--- src/rtl/demux_stream_1ton.sv ---
// Registered 1-to-NUM_OUT stream demultiplexer with per-packet destination lock.
// Optional dropped-beat counter built when DEMUX_ERR_CNT_EN is defined.
module demux_stream_1ton #(
  parameter  int NUM_OUT = 8,
  parameter  int DATA_W  = 8,
  localparam int SEL_W   = $clog2(NUM_OUT)
) (
  input  logic               clk,
  input  logic               rst,
  input  logic [DATA_W-1:0]  in_data,
  input  logic [SEL_W-1:0]   in_sel,
  input  logic               in_last,
  input  logic               in_valid,
  output logic               in_ready,
  output logic [DATA_W-1:0]  out_data,
  output logic               out_last,
  output logic [NUM_OUT-1:0] out_valid,
  input  logic [NUM_OUT-1:0] out_ready,
  output logic               busy,
  output logic [15:0]        err_cnt
);

  // Handshake: a beat moves on a port in the cycle where its valid and ready are
  // both high at the rising edge; valid never drops and the beat never changes
  // while it waits for ready.

  typedef enum logic {
    IDLE   = 1'b0,
    LOCKED = 1'b1
  } state_t;

  state_t             state_q, state_d;
  logic [SEL_W-1:0]   dest_q, dest_d;
  logic               hold_valid_q, hold_valid_d;
  logic [SEL_W-1:0]   hold_dest_q, hold_dest_d;
  logic [DATA_W-1:0]  hold_data_q, hold_data_d;
  logic               hold_last_q, hold_last_d;

  logic               accept;
  logic               drain;
  logic               dest_ok;
  logic [SEL_W-1:0]   route_dest;

  // The packet head routes on in_sel directly; later beats use the latched dest.
  assign route_dest = (state_q == IDLE) ? in_sel : dest_q;

  generate
    if ((1 << SEL_W) == NUM_OUT) begin : g_pow2
      assign dest_ok = 1'b1;
    end else begin : g_npow2
      localparam logic [SEL_W:0] NUM_OUT_L = (SEL_W+1)'(NUM_OUT);
      assign dest_ok = ({1'b0, route_dest} < NUM_OUT_L);
    end
  endgenerate

  assign out_valid = hold_valid_q ? (NUM_OUT'(1) << hold_dest_q) : '0;
  assign out_data  = hold_data_q;
  assign out_last  = hold_last_q;
  assign drain     = |(out_valid & out_ready);
  assign in_ready  = ~hold_valid_q | drain;
  assign accept    = in_valid & in_ready;
  assign busy      = (state_q == LOCKED);

  always_comb begin
    state_d = state_q;
    dest_d  = dest_q;
    if (accept) begin
      case (state_q)
        IDLE: begin
          if (!in_last) begin
            state_d = LOCKED;
            dest_d  = in_sel;
          end
        end
        LOCKED: begin
          if (in_last) state_d = IDLE;
        end
        default: state_d = IDLE;
      endcase
    end
  end

  // Beats to a nonexistent channel are accepted but never loaded into the holding stage.
  always_comb begin
    hold_valid_d = hold_valid_q & ~drain;
    hold_dest_d  = hold_dest_q;
    hold_data_d  = hold_data_q;
    hold_last_d  = hold_last_q;
    if (accept && dest_ok) begin
      hold_valid_d = 1'b1;
      hold_dest_d  = route_dest;
      hold_data_d  = in_data;
      hold_last_d  = in_last;
    end
  end

  always_ff @(posedge clk) begin
    if (rst) begin
      state_q      <= IDLE;
      dest_q       <= '0;
      hold_valid_q <= 1'b0;
      hold_dest_q  <= '0;
      hold_data_q  <= '0;
      hold_last_q  <= 1'b0;
    end else begin
      state_q      <= state_d;
      dest_q       <= dest_d;
      hold_valid_q <= hold_valid_d;
      hold_dest_q  <= hold_dest_d;
      hold_data_q  <= hold_data_d;
      hold_last_q  <= hold_last_d;
    end
  end

`ifdef DEMUX_ERR_CNT_EN
  logic        drop;
  logic [15:0] err_cnt_q;

  assign drop = accept & ~dest_ok;

  always_ff @(posedge clk) begin
    if (rst) begin
      err_cnt_q <= '0;
    end else if (drop && (err_cnt_q != 16'hFFFF)) begin
      err_cnt_q <= err_cnt_q + 16'd1;
    end
  end

  assign err_cnt = err_cnt_q;
`else
  assign err_cnt = '0;
`endif

endmodule
--- config.mk ---
export PLATFORM = sky130hd
export DESIGN_NAME = demux_stream_1ton
export DESIGN_NICKNAME = d
export VERILOG_FILES = /design/src/rtl/demux_stream_1ton.sv
export SDC_FILE = /design/constraint.sdc
export NUM_CORES = 1
export LEC_CHECK = 0
export BUFFER_PORTS_ARGS = -buffer_cell sky130_fd_sc_hd__buf_2
export CORE_MARGIN = 1.5
export CORE_UTILIZATION = 40
export CTS_BUF_LIST = sky130_fd_sc_hd__clkbuf_8 sky130_fd_sc_hd__clkbuf_16
export DETAILED_ROUTE_END_ITERATION = 6
export HOLD_SLACK_MARGIN = 0.08
export PLACE_DENSITY_LB_ADDON = 0.3
export RECOVER_POWER = 25
export SYNTH_ARGS = -nofsm -noshare
export SYNTH_HDL_FRONTEND = slang
export SYNTH_SLANG_ARGS = --single-unit
export TNS_END_PERCENT = 100
--- constraint.sdc ---
create_clock -name clk -period 1.8 [get_ports clk]
set_clock_uncertainty 0.05 [all_clocks]
set_input_delay 0.36 -clock clk [delete_from_list [all_inputs] [get_ports clk]]
set_output_delay 0.36 -clock clk [all_outputs]
set_load 0.005 [all_outputs]
==> reports/metrics.cfg <==
[outcome]
status = finished with violations
violations = negative setup slack

[worst_setup_path]
critical_path_buf_inv_count = 1
crit_path_start_kind = register
crit_chain = mux4_2 > a22oi_4 > nand2_2 > buf_6
worstPathMaxFanout = 2
path_class = register to primary output
cpMaxStageDelayCell = mux4_2
cp_top_family = multiplexers
critical_path_arrival_ns = 1.53
cp.required_ns = 1.39
endpoint_kind = primary output
slowest_delay_ns = 0.53

[cells_and_area]
fin_cells = 190
multi_input_area_um2 = 626
fillers = 249
syn2layout_area_growth_pct = 22.1
seq_area_um2 = 342
drive_above_1_share_pct = 39.4
design_area_um2 = 1320
layout.nets = 184
antenna_cells = 0
utilization_pct = 52.3

[synth]
synthTopCellsByCount = nand2b_1 (24), dfxtp_1 (17), buf_4 (16)
synth.distinct_cells = 24
yosysWarnings = 0
syn_area_um2 = 1080
yosysMostFrequentCell = nand2b_1
post-synth-top-area-cell = dfxtp_1
avgSynthCellArea_um2 = 9.32
ys.flop_type = dfxtp_1
synth-edff-count = 0
syn_inst = 116
ys_ff_latch = 17
yosysSeqAreaShare_pct = 31.5
yosys.area.top_type_share_pct = 31.5
synthArstFlopShare_pct = 0
synth.area.top_cells = dfxtp_1 (31%), nand2b_1 (14%), mux2i_1 (12%)

[sta]
fin_hold_ws_ns = 0.314
finalCritPeriodShare_pct = 108
fmax_mhz = 516
hold_viol_final = 0
min_period_ns = 1.94
setup_ws_ns = -0.140
finalMaxSlewViolations = 0
rsz0062_at_grt = true
finalSetupViolations = 9

[die]
initial_utilization_pct = 42.9
core_area_um2 = 2520
ios = 58
die_y_um = 55.0
die_area_um2 = 3020
fp-row-count = 18
die_x_um = 55.0

[grt]
grt_pass1_vias = 870
grt_pass1_wl_um = 3450
antenna_found_initial = 0
grt_remaining_overflow = 0
grtUsageTotal_pct = 16.0
grt_max_degree = 31

[detailed_routing]
ant_nets = 0
totalWireLength_um = 2160
via_per_inst = 4.70
drt_iter0_drc = 6
via_count = 893
wl_per_cell_um = 11.4
route.detailed.drc = 0
first_pass_iters = 4

[clocking]
clock_latency_ns = 0.25
cts.sinks = 17
cts_buffers = 3
clockBufferDepth = 2
hold_buffers = 0
cts_tree = yes
cts.clk_slew.worst_paths_ns = 0.07
root_buffer = clkbuf_8
cts-htree-levels = 1

[place]
hpwl_um = 1670
gp_congestion = 0.657
placed_area_um2 = 1260
numPortBuffers = 41
placedCellCount = 185

[power]
max-vdd-ir-drop_v = 0.000686
power.total_uw = 943
pwr_density_cell_nw_per_um2 = 714
p_leak_nw = 0.647

[hold_path]
min_path_type = input port to register

[flow_run]
max_cap_violations = 0

timing repair:
| action | CTS | global route |
|---|---|---|
| pin swaps | 1 | 2 |
| resized for setup | 0 | 2 |
| endpoints found under the setup margin | 1 | 16 |
| hold endpoints to repair | 0 | 0 |
| buffers inserted | 1 | 0 |
layout make-up:
type / instances / share of cell area [%]
Multi-Input combinational cell: 88 / 47.4
Sequential cell: 17 / 25.9
Timing Repair Buffer: 47 / 19.3
Clock buffer: 3 / 3.13
Tap cell: 30 / 2.84
Inverter: 4 / 1.14
Clock inverter: 1 / 0.284
worst register-to-register path: cells and delay by family, from the launching register on:
| kind | cells | cell delay, ns |
|---|---|---|
| muxes | 2 | 0.60 |
| buffers and inverters | 2 | 0.31 |
| AOI/OAI and AO/OA | 2 | 0.55 |
| DFF | 1 | 0.33 |
worst paths after layout:
check,start,cells after the start,end,slack [ns]
setup / recovery,hold_dest_q[1],4,in_ready,-0.14
hold / removal,in_data[6],3,out_data[6],0.31
setup reg to reg,hold_dest_q[1],6,dest_q[2],-0.10
hold reg to reg,out_data[6],2,out_data[6],0.42
power by group:
part | internal [mW] | switching [mW]
logic | 0.123 | 0.111
registers | 0.406 | 0.0237
clock network | 0.151 | 0.129
flip-flops by register name (all words and copies together), names as in the netlist:
register,flops
busy,1
out_data,8
dest_q,3
out_last,1
hold_valid_q,1
hold_dest_q,3
cells by family after synthesis:
| family | after synthesis | share of synthesized area (%) |
|---|---|---|
| other | 1 | 0.347 |
| AO/OA/AOI/OAI | 12 | 11.7 |
| flip-flops | 17 | 31.5 |
| buffers and inverters | 26 | 16.1 |
| AND/OR/NAND/NOR | 41 | 20.7 |
| multiplexers | 19 | 19.7 |
through the flow:
stage / TNS [ns] / setup WS (ns)
3_3_place_gp: -0.0471 / -0.0407
6_report: -0.420 / -0.140
3_5_place_dp: -0.596 / -0.0935
2_1_floorplan: -0.0948 / -0.0948
4_1_cts: -0.553 / -0.178
5_1_grt: -1.50 / -0.206
routing by layer:
layer | vias to the layer above | routed length (um) | part of all wire (%) | global-route usage (%)
li1 | 440 | - | - | -
met1 | 403 | 843 | 39 | 16.1
met2 | 46 | 1110 | 51 | 30.8
met3 | 4 | 175 | 8.1 | 5.65
met4 | 0 | 32 | 1.5 | 4.07
met5 | - | 0 | 0 | 0
layout by cell type (no fill, tap or decap), types with 2 or more instances in the layout:
master / count
buf_2: 39
nand2b_1: 24
conb_1: 16
dfxtp_1: 16
mux2i_1: 13
nor2_1: 7
a211oi_1: 6
buf_4: 6
inv_1: 5
nand2_1: 5
mux2_2: 4
clkbuf_8: 3
nor3_1: 2
Note: power is estimated with default switching activity, not from simulation.
